### src/rtl/fs4_mix18.sv
// fs/4 quadrature mixer: rotates (I,Q) by (-j)^n or (+j)^n with true-negation saturation.
// Latency 2 cycles, one sample per cycle, no backpressure (EN is a pure strobe).
module fs4_mix18 #(
  parameter bit SATEN = 1'b1
) (
  input  logic        CLK,
  input  logic        RST,
  input  logic        EN,
  input  logic        SYNC,
  input  logic        DIR,
  input  logic [17:0] IIN,
  input  logic [17:0] QIN,
  output logic [17:0] IOUT,
  output logic [17:0] QOUT,
  output logic        VOUT,
  output logic        SAT,
  output logic [1:0]  PH
);

  logic [1:0]  n;
  logic [1:0]  p;
  logic [1:0]  pe;
  logic [17:0] op_i;
  logic [17:0] op_q;
  logic        ci;
  logic        cq;

  logic        s1_vld;
  logic [17:0] s1_i;
  logic [17:0] s1_q;
  logic        s1_ci;
  logic        s1_cq;

  logic [18:0] fin_i;
  logic [18:0] fin_q;

  // Completes a ones-complement negation; {sat, value}. Only ~0x20000 = 0x1FFFF overflows.
  function automatic logic [18:0] finish_neg(input logic [17:0] v, input logic c);
    logic [17:0] sum;
    sum = v + {17'd0, c};
    if (c && (v == 18'h1FFFF)) begin
      if (SATEN) return {1'b1, 18'h1FFFF};
      return {1'b0, 18'h20000};
    end
    return {1'b0, sum};
  endfunction

  // The up-shift sequence is the down-shift sequence run with phase -n.
  always_comb begin
    p    = SYNC ? 2'd0 : n;
    pe   = DIR ? (~p + 2'd1) : p;
    op_i = pe[0] ? QIN : IIN;
    op_q = pe[0] ? IIN : QIN;
    ci   = pe[1];
    cq   = pe[1] ^ pe[0];
  end

  always_comb begin
    fin_i = finish_neg(s1_i, s1_ci);
    fin_q = finish_neg(s1_q, s1_cq);
  end

  always_ff @(posedge CLK) begin
    if (RST) begin
      n      <= 2'd0;
      s1_vld <= 1'b0;
      s1_i   <= 18'd0;
      s1_q   <= 18'd0;
      s1_ci  <= 1'b0;
      s1_cq  <= 1'b0;
      IOUT   <= 18'd0;
      QOUT   <= 18'd0;
      VOUT   <= 1'b0;
      SAT    <= 1'b0;
    end else begin
      s1_vld <= EN;
      if (EN) begin
        n     <= p + 2'd1;
        s1_i  <= ci ? ~op_i : op_i;
        s1_q  <= cq ? ~op_q : op_q;
        s1_ci <= ci;
        s1_cq <= cq;
      end else if (SYNC) begin
        n <= 2'd0;
      end
      VOUT <= s1_vld;
      SAT  <= s1_vld & (fin_i[18] | fin_q[18]);
      if (s1_vld) begin
        IOUT <= fin_i[17:0];
        QOUT <= fin_q[17:0];
      end
    end
  end

  assign PH = n;

endmodule

### config.mk
export PLATFORM = sky130hd
export DESIGN_NAME = fs4_mix18
export DESIGN_NICKNAME = d
export VERILOG_FILES = /design/src/rtl/fs4_mix18.sv
export SDC_FILE = /design/constraint.sdc
export NUM_CORES = 1
export LEC_CHECK = 0
export CAP_MARGIN = 20
export CORE_ASPECT_RATIO = 1.4
export CORE_MARGIN = 8
export CORE_UTILIZATION = 30
export DETAILED_ROUTE_END_ITERATION = 8
export DONT_BUFFER_PORTS = 1
export GPL_ROUTABILITY_DRIVEN = 0
export HOLD_SLACK_MARGIN = 0.03
export PLACE_DENSITY = 0.42
export SETUP_SLACK_MARGIN = 0.4
export SLEW_MARGIN = 20
export SYNTH_ARGS = -nofsm -noshare
export SYNTH_HDL_FRONTEND = slang
export SYNTH_SLANG_ARGS = --single-unit
### constraint.sdc
create_clock -name CLK -period 2 [get_ports CLK]
set_clock_uncertainty 0.15 [all_clocks]
set_input_delay 0.4 -clock CLK [delete_from_list [all_inputs] [get_ports CLK]]
set_output_delay 0.4 -clock CLK [all_outputs]
set_load 0.005 [all_outputs]
Word-level counts from Yosys, hierarchy flattened
Cells that the tools add are included.
- register bits after elaboration: 79
- input bits: 41
- output and inout port bits: 40
- logic and storage cells: 41
- add/sub/neg operators: 4
- equality and inequality tests: 2
- multiplexer cells: 17
- bitwise logic cells: 6
- reduce and logical (&&, ||, !) cells: 2
- operator list (cell ; count):
    $mux 19 ; 6
    $mux 18 ; 4
    $add 18x1->18 ; 2
    $eq 18x17->1 const B ; 2
    $not 18->18 ; 2
    $mux 2 ; 3
    $add 2x1->2 const B ; 2
    $mux 1 ; 4
    $logic_and 1x1->1 ; 2
    $not 2->2 ; 1
    $and 1x1->1 ; 1
    $or 1x1->1 ; 1
    $xor 1x1->1 ; 1

Longest topological paths before layout
Gate-level depths: netlist of the first run.
- depth in word-level cells: 8
- depth in mapped cells: 8
- mapped depth without buffers: 7

Worst setup path after synthesis of the first run
OpenSTA, ideal clock, no wires.
- kind: reg2reg
- start: reg s1_q[8]
- end: reg QOUT[10]
- library setup time: 80 ps
- arrival time: 1831 ps
- data required time: 1770 ps
- setup slack: -61 ps
- cell stages (with the launch flop): 8
- buffers on the path: 2
- clock period less this slack: 2061 ps
- path through: dfxtp_1 -> and4_4 -> nand3_4 -> or4_4 -> buf_6 -> and2_4 -> buf_6 -> a211oi_2
- word-level cells in the longest chain between the ends: 4
- elaborated cells on any way between the ends: 5
- classes of those cells: add/sub: 1; eq/ne: 1; mux: 2; reduce/logical: 1
- RTL lines (element ; RTL line ; text):
    from (decl) ; 30 ; logic [17:0] s1_q;
    from (signal assigned) ; 80 ; s1_q <= cq ? ~op_q : op_q;
    branches (longest 3 deep; another with $add 18x1->18) ; - ;
    $mux 19 * ; 45 ; return {1'b0, sum};
    to (signal assigned) ; 90 ; QOUT <= fin_q[17:0];
    to (decl) ; 14 ; output logic [17:0] QOUT,
Mark *: on every way between the ends.
A chain may end at the register's enable or synchronous reset.

Worst setup path in the final report of the first run
- start: reg s1_i[0]
- end: reg IOUT[16]
- word-level cells in the longest chain between the ends: 4
- elaborated cells on any way between the ends: 5
- classes of those cells: add/sub: 1; eq/ne: 1; mux: 2; reduce/logical: 1
- RTL lines (element ; RTL line ; text):
    from (decl) ; 29 ; logic [17:0] s1_i;
    from (signal assigned) ; 79 ; s1_i <= ci ? ~op_i : op_i;
    branches (longest 3 deep; another with $add 18x1->18) ; - ;
    $mux 19 * ; 45 ;
    to (signal assigned) ; 89 ; IOUT <= fin_i[17:0];
    to (decl) ; 13 ; output logic [17:0] IOUT,
Marked as above.

==> impl_metrics.yaml, run 1 <==
floorplan:
  die_w_um: 116.6
  die-area_um2: 18290
  ios: 81
  initial_utilization_pct: 30.55
  rows: 51
  die_y_um: 156.8
  core_area_um2: 13910
power_and_ir_drop:
  power.density_nw_per_um2: 699.2
  power.total_w: 0.004275
  p_leak_nw: 2.022
  ir_drop_mv: 0.3198
clocking:
  clkLatencyLatePin_ps: 340
  root_buffer: "clkbuf_16"
  clk_pin_slew_worst_paths_ps: 60
  cts_buffer_depth: 2
  hold_buffers: 4
  cts_buffers: 9
  cts_tree: "done"
  clock_sinks: 79
  h-tree-depth: 3
route:
  met1_length_um: 5474
  dr.first_iter.drc_count: 172
  top_layer: "met4"
  drc: 0
  vias: 3632
  drt_first_pass_iters: 4
  route.met2.wl_um: 7010
  wl_met3_um: 666
  ant_nets: 0
  wl_per_cell_um: 18.77
  wirelength_um: 13400
  avgViaCountPerCell: 5.087
final_layout:
  nets: 569
  syn_to_final_growth_pct: 43.86
  post_route_cells_drive_above_1_share_pct: 38.94
  antenna_cells: 0
  num-fill-cells: 1395
  final_cell_mix: "60 x nor2_1, 54 x dfxtp_1, 35 x buf_4, 28 x nand2_1, 27 x mux2i_4"
  layout_commonest_cell: "nor2_1"
  seqCellArea_um2: 1628
  multi_input_area_um2: 3329
  fin_util_pct: 43.96
sta:
  relSlewSlack_pct: 68.09
  fmaxAchievable_mhz: 542.5
  setup_viol: 0
  setup_tns_ps: 0
  holdWs_ps: -15.53
  tightest_slew_ps: 478.7
  hold_viol_final: 4
  rsz0062_at_grt: "true"
  drv_slew: 0
  fin_crit_ps: 1843
  period_share_pct: 92.17
logic_synthesis:
  synth.largest_area_cell: "dfxtp_1"
  synth_top_family_by_area: "simple AND/OR/NAND/NOR gates"
  ys_types: 40
  synth-xor-area-share_pct: 10.51
  syn_area_per_cell_um2: 8.639
  syn-cell-area_um2: 4250
  synth_fa_ha_area_share_pct: 1.178
  synth_nets: 537
  async_flop_share_pct: 0
  synth_cells: 492
  synth-seq-cells: 79
  synth_edf_count: 0
  synth-simple-area-share_pct: 20.05
  synth_top_area_share_pct: 37.21
  ys_seq_area_share_pct: 37.21
  muxShareOfSynthArea_pct: 12.95
  synth-compound-area-share_pct: 13.51
  yosysWarnings: 0
  synth_flop_cell: "dfxtp_1"
  yosys-top-cells-area: "dfxtp_1 37%, mux2i_1 13%, xnor2_1 6.6%"
place:
  numPortBuffers: 0
  place.detailed.hpwl_um: 8684
setup_path:
  endpoint: "IOUT[16]"
  critPathBufInv: 0
  cp_top_family: "simple AND/OR/NAND/NOR gates"
  reg2reg_depth: 7
  cp-start-kind: "register"
  worstPathArrival_ps: 1960
  endpoint_kind: "register"
  r2r_start: "s1_i[0]"
  cp.required_ps: 2110
  crit_fanout: 3
  worstReg2RegEnd: "IOUT[16]"
  path_cells: "ha_4, ha_4, nand4_1, nor3_2, nand3_1, xor2_1, a211oi_1"
  crit_path_max_incr_delay_ps: 360
  crit_type: "register to register"
  critPathLaunch: "s1_i[0]"
  r2r_slack_ps: 160
  slowest_stage: "dfxtp_2"
  crit_path_frequent_cell: "ha_4"
  crit_cells: 7
min_path:
  hold_class: "input port to register"
  hp-start: "RST"
status:
  violations: "hold timing"
  status: "finished with violations"
flow_run:
  max-cap-violations: 0
grt:
  track_usage_pct: 14.79
  grt_pass1_wl_um: 20580
  grt_max_degree: 80
  grt_pass1_vias: 3674
  antenna_found_initial: 0
  gr-total-overflow: 0
state kept, by name, indices dropped and copies added, names as in the netlist:
name,cells
s1_q,18
PH,2
s1_ci,1
IOUT,18
s1_vld,1
VOUT,1
SAT,1
QOUT,18
s1_i,18
s1_cq,1
Yosys cell counts, types with 6 or more instances:
cell and n:
dfxtp_1 79, nor2_1 65, mux2i_1 55, xnor2_1 32
nand2_1 31, nand3_1 28, clkbuf_1 27, a21oi_1 24
xor2_1 19, a211oi_1 18, o21ai_0 18, or3_1 18
a211oi_2 10, nand4_1 8, inv_1 7, a311oi_1 6
buf_2 6
where the power goes:
part / total [W] / switching [W] / internal (W)
clock network: 0.00176 / 0.000670 / 0.00109
logic: 0.000714 / 0.000326 / 0.000388
registers: 0.00180 / 0.000111 / 0.00169
cell families (layout without fill, tap and decap cells):
kind of cell | after synthesis | in the layout
buf+inv | 46 | 79
mux | 55 | 55
flops | 79 | 79
fa+ha+maj | 4 | 4
compound gates | 82 | 83
simple gates | 175 | 176
xor+xnor | 51 | 53
what timing repair did:
action,in CTS,in global routing
pin swaps,34,34
resized for setup,100,68
hold endpoints to repair,77,74
setup buffers,19,7
setup endpoints to repair,74,75
gates cloned,6,2
how the worst min path moves through the flow:
stage / end / cells after the start
4_1_cts: IOUT[3] / 1
3_3_place_gp: PH[1] / 1
5_1_grt: IOUT[3] / 1
2_1_floorplan: s1_q[0] / 2
6_report: IOUT[3] / 1
3_5_place_dp: s1_ci / 1
per-stage QoR:
stage	instances	setup slack [ps]	area [um^2]
floorplan	492	93.67	4408
global placement	661	-2.845	4633
detailed placement	661	-51.27	4633
CTS	706	177.6	5673
global route	714	25.04	6115
finish	714	156.6	6115
layer usage:
metal | global-route usage, % | up-vias
met2 | 25.37 | 57
met5 | 0 | -
met3 | 3.587 | 14
li1 | - | 1803
met1 | 16.97 | 1758
met4 | 6.304 | 0
cell type report:
class,instances,area share [%]
clock buffers,11,3.806
clock inverters,5,1.351
inverters,7,0.4297
multi-input cells,371,54.45
flip-flops and latches,79,26.62
well taps,185,3.786
repair buffers,56,9.556
Power figures use the tool's default switching activity.
==> run 2: changes to the inputs <==
--- a/config.mk
+++ b/config.mk
@@ -5,15 +5,15 @@
 export SDC_FILE = /design/constraint.sdc
 export NUM_CORES = 1
 export LEC_CHECK = 0
+export ABC_CLOCK_PERIOD_IN_PS = 2000
 export CAP_MARGIN = 20
 export CORE_ASPECT_RATIO = 1.4
 export CORE_MARGIN = 8
 export CORE_UTILIZATION = 30
 export DETAILED_ROUTE_END_ITERATION = 8
-export DONT_BUFFER_PORTS = 1
 export GPL_ROUTABILITY_DRIVEN = 0
 export HOLD_SLACK_MARGIN = 0.03
-export PLACE_DENSITY = 0.42
+export PLACE_DENSITY = 0.5
 export SETUP_SLACK_MARGIN = 0.4
 export SLEW_MARGIN = 20
 export SYNTH_ARGS = -nofsm -noshare
==> run 2 against run 1 <==
The flow now finishes without violations; non-clock buffer count rose by 110; global-route usage rose by 0.64 points; critical path depth rose by 3; combinational power rose by 55%; routed wire length rose by 8.3%; cell count rose by 15%; clock power fell by 15%; count of clock-buffer cells in the layout fell by 1; first-iteration DRC count fell by 17%; maximum frequency fell by 3.5%; largest power group unchanged.
==> impl_metrics.yaml, run 2 (same netlist as run 1, synthesis figures left out) <==
status:
  status: "complete, no violations"
route:
  dr.first_iter.drc_count: 143
  avgViaCountPerCell: 5.011
  wirelength_um: 14510
  wl_per_cell_um: 17.65
  wl_met3_um: 539
  drc: 0
  vias: 4119
  top_layer: "met4"
  met1_length_um: 6075
  route.met2.wl_um: 7448
  ant_nets: 0
  drt_first_pass_iters: 4
final_layout:
  final_cell_mix: "60 x nor2_1, 50 x buf_4, 45 x dfxtp_1, 42 x dlygate4sd2_1, 39 x mux2i_1"
  post_route_cells_drive_above_1_share_pct: 44.27
  layout_commonest_cell: "nor2_1"
  antenna_cells: 0
  instances_no_fill: 822
  nets: 677
  stdcell_area_um2: 7321
  syn_to_final_growth_pct: 72.24
grt:
  grt_pass1_wl_um: 21870
  antenna_found_initial: 0
  gr-total-overflow: 0
  track_usage_pct: 15.43
  grt_max_degree: 42
  grt_pass1_vias: 4115
floorplan:
  die-area_um2: 18290
  die_y_um: 156.8
  die_w_um: 116.6
  initial_utilization_pct: 30.55
  ios: 81
  rows: 51
  core_area_um2: 13910
setup_path:
  r2r_start: "PH[0]"
  crit_path_frequent_cell: "buf_12"
  crit_fanout: 6
  critPathBufInv: 5
  crit_path_max_incr_delay_ps: 350
  path_cells: "buf_6, buf_12, a21bo_4, a21oi_4, buf_12, buf_6, buf_12, xnor2_4, mux2i_1, nor2_1"
  crit_type: "register to register"
  worstReg2RegEnd: "s1_i[0]"
  cp_top_family: "buffers and inverters"
  reg2reg_depth: 10
  endpoint_kind: "register"
  cp-start-kind: "register"
  cp.required_ps: 2070
  slowest_stage: "dfxtp_4"
  worstPathArrival_ps: 1980
  r2r_slack_ps: 90
clocking:
  cts_buffer_depth: 2
  clkLatencyLatePin_ps: 340
  clock_sinks: 79
  root_buffer: "clkbuf_16"
  cts_tree: "done"
  cts_buffers: 9
  clk_pin_slew_worst_paths_ps: 60
  hold_buffers: 0
  h-tree-depth: 3
sta:
  rsz0062_at_grt: "true"
  drv_slew: 0
  tightest_slew_ps: 482.6
  hold_viol_final: 0
  setup_tns_ps: 0
  fmaxAchievable_mhz: 523.6
  relSlewSlack_pct: 67.83
  period_share_pct: 95.49
  fin_crit_ps: 1910
  setup_viol: 0
place:
  numPortBuffers: 80
  place_inst: 751
  place.detailed.hpwl_um: 9204
  dpl_cell_area_um2: 5524
power_and_ir_drop:
  power.density_nw_per_um2: 598.7
  ir_drop_mv: 0.5140
  p_leak_nw: 2.754
min_path:
  hp-start: "QOUT[17]"
  hold_depth: 1
  hold_class: "register to register"
  whs_endpoint: "QOUT[17]"
flow_run:
  max-cap-violations: 0
run 2: report_power, final:
part	internal (W)	switching (W)
registers	0.00169	0.0000917
clock network	0.000834	0.000664
logic	0.000597	0.000511
total	0.00312	0.00127
run 2: worst max path at each step:
stage               endpoint  slack, ps     from  depth (start not counted)
floorplan           QOUT[10]         90  s1_q[8]                          7
global placement     s1_q[5]       -220     SYNC                          7
detailed placement   s1_q[5]       -250     SYNC                          7
CTS                 IOUT[14]        150    s1_ci                          7
global route        IOUT[16]         -1    s1_ci                          7
finish               s1_i[0]         90    PH[0]                         10
run 2: what timing repair did:
action / in CTS / in global routing
cloned: 10 / 3
resized for setup: 143 / 116
pin swaps: 35 / 74
buffers inserted: 26 / 16
setup endpoints to repair: 114 / 74
endpoints found under the hold margin: 0 / 0
run 2: per-layer routing:
metal / global-route usage [%] / vias up
met1: 18.07 / 1974
met3: 2.815 / 25
li1: - / 2030
met5: 0 / -
met4: 6.181 / 0
met2: 26.86 / 90
run 2: through the flow:
stage          hold WS, ps  setup WS (ps)  utilization, %  total power (W)
2_1_floorplan        308.6          93.67               -         0.002227
3_3_place_gp         310.6         -220.4           39.71         0.002568
3_5_place_dp         317.7         -248.3           39.71         0.002577
4_1_cts              327.6          152.0           47.81         0.004280
5_1_grt              357.7         -1.138           52.63         0.004572
6_report             326.4          90.11           52.63         0.004383
run 2: cell type report:
cell class | instances | area [um^2]
multi-input combinational | 369 | 3372
inverter | 7 | 26.28
tap | 185 | 231.5
sequential | 79 | 1652
fill | 1307 | 6590
clock buffer | 10 | 229.0
timing repair buffer | 166 | 1773
clock inverter | 6 | 37.54
==> run 3: changes to the inputs <==
--- a/config.mk
+++ b/config.mk
@@ -8,7 +8,7 @@
 export ABC_CLOCK_PERIOD_IN_PS = 2000
 export CAP_MARGIN = 20
 export CORE_ASPECT_RATIO = 1.4
-export CORE_MARGIN = 8
+export CORE_MARGIN = 2
 export CORE_UTILIZATION = 30
 export DETAILED_ROUTE_END_ITERATION = 8
 export GPL_ROUTABILITY_DRIVEN = 0
==> run 3 against run 2 <==
Maximum frequency up 4.8%; worst setup slack better by 88 ps; via count decreased by 0.36%; count of clock-buffer cells in the layout up 1; core utilization down 2.3 points; total power is 3.6% higher; register-to-register slack better by 90 ps; sequential share of layout area is 0.90 points higher; first-iteration DRC count increased by 9.8%; cell area fell by 4.3%; die area fell by 17%; cell count decreased by 1.1%; critical path type unchanged; largest power group is now clock.
==> impl_metrics.yaml, run 3 (same netlist as run 1, synthesis figures left out) <==
power_and_ir_drop:
  power.density_nw_per_um2: 648.2
  ir_drop_mv: 0.3372
  p_sw_share_pct: 26.37
  p_seq_share_pct: 38.9
  p_leak_nw: 2.634
  net-switching-power_w: 0.001198
  pwr-share-clk_pct: 39.6
  pwr-share-comb_pct: 21.5
  intPower_w: 0.003344
route:
  drt_first_pass_iters: 6
  wl_per_cell_um: 16.26
  avgViaCountPerCell: 5.048
  wirelength_um: 13220
  drc: 0
  ant_nets: 0
  dr.first_iter.drc_count: 157
  vias: 4104
floorplan:
  core_area_um2: 13910
  initial_utilization_pct: 30.55
  die_y_um: 144.8
  die-area_um2: 15150
  rows: 51
  die_w_um: 104.6
  ios: 81
clocking:
  clk_pin_slew_worst_paths_ps: 60
  cts_buffer_depth: 2
  clkLatencyLatePin_ps: 340
  root_buffer: "clkbuf_16"
  clock_sinks: 79
  h-tree-depth: 3
  hold_buffers: 0
  cts_buffers: 9
  cts_tree: "done"
place:
  dpl_cell_area_um2: 5567
  numPortBuffers: 80
  place_inst: 755
  place.detailed.hpwl_um: 8768
  dp_slack_ps: -220.9
setup_path:
  crit_type: "register to register"
  cp.required_ps: 2110
  worstPathArrival_ps: 1940
  endpoint_kind: "register"
  crit_fanout: 3
  cp-start-kind: "register"
sta:
  period_share_pct: 91.11
  tightest_slew_ps: 346.4
  fin_crit_ps: 1822
  setup_slack_ps: 177.7
  setup_viol: 0
  setup_tns_ps: 0
  relSlewSlack_pct: 76.88
  fmaxAchievable_mhz: 548.8
  hold_viol_final: 0
  rsz0062_at_grt: "true"
  drv_slew: 0
min_path:
  hold_class: "input port to register"
grt:
  antenna_found_initial: 0
  grt_max_degree: 60
  grt_pass1_wl_um: 20750
  track_usage_pct: 17.55
  grt_pass1_vias: 4048
  gr-total-overflow: 0
final_layout:
  antenna_cells: 0
  layout_commonest_cell: "nor2_1"
  syn_to_final_growth_pct: 64.85
  nets: 670
  instances_no_fill: 813
  final_cell_mix: "60 x nor2_1, 53 x buf_4, 51 x dfxtp_1, 41 x dlygate4sd2_1, 36 x clkdlybuf4s50_1"
  stdcell_area_um2: 7007
  post_route_cells_drive_above_1_share_pct: 37.58
flow_run:
  max-cap-violations: 0
status:
  status: "complete, no violations"
[run 3: changes by cell type in the layout (fill, tap and decap cells not counted), moves of 9 or more]
cell | previous run | this run
nand3_1 | 10 | 20
o21ai_0 | 8 | 18
a21oi_1 | 7 | 17
a21oi_2 | 15 | 5
or3_1 | 5 | 18
mux2i_1 | 39 | 29
xnor2_1 | 11 | 23
or3_4 | 13 | 0
xnor2_2 | 18 | 9
[run 3: what timing repair did]
item | in CTS | in global routing
resized for setup | 126 | 79
endpoints found under the setup margin | 115 | 75
gates cloned | 7 | 0
buffers inserted | 26 | 11
pin swaps | 37 | 26
[run 3: path summary, 6_finish.rpt]
check / startpoint / end / slack [ps] / cells after the start
max: s1_ci / IOUT[14] / 180 / 7
min: RST / IOUT[5] / 150 / 2
max reg2reg: s1_ci / IOUT[14] / 180 / 7
min reg2reg: QOUT[17] / QOUT[17] / 310 / 1
[run 3: area by class of cell]
type                       count  area [um^2]
multi-input combinational    369         3192
clock inverter                 3        67.56
sequential                    79         1644
tap                          185        231.5
fill                        1342         6904
timing repair buffer         159         1593
inverter                       7        26.28
clock buffer                  11        252.7
[run 3: through the flow]
step	hold WS, ps	utilization, %	total power [W]
global placement	307.1	40.02	0.002577
global route	166.5	50.37	0.004736
detailed placement	305.6	40.02	0.002586
floorplan	308.6	-	0.002227
CTS	145.5	47.03	0.004499
finish	154.9	50.37	0.004542
[run 3: worst max-delay path, stage by stage (launching register included)]
cell      delay (ps)
dfxtp_2          350
ha_4             160
ha_4             130
nand4_1          190
nor3_2           260
nand4_1          150
xor2_1           190
a211oi_2         180
[run 3: power by group through the flow]
stage          clock, W  sequential, W  combinational, W
5_1_grt         0.00189        0.00178           0.00106
6_report        0.00180        0.00177          0.000977
3_3_place_gp          0        0.00181          0.000770
2_1_floorplan         0        0.00181          0.000421
3_5_place_dp          0        0.00181          0.000777
4_1_cts         0.00184        0.00177          0.000889
[run 3: routing by layer]
metal / global-route usage, % / vias to the layer above / wire length [um]
li1: - / 1999 / -
met1: 20.56 / 2019 / 5664
met2: 32.34 / 71 / 6928
met3: 2.821 / 15 / 358
met4: 6.386 / 0 / 266
met5: 0 / - / 0
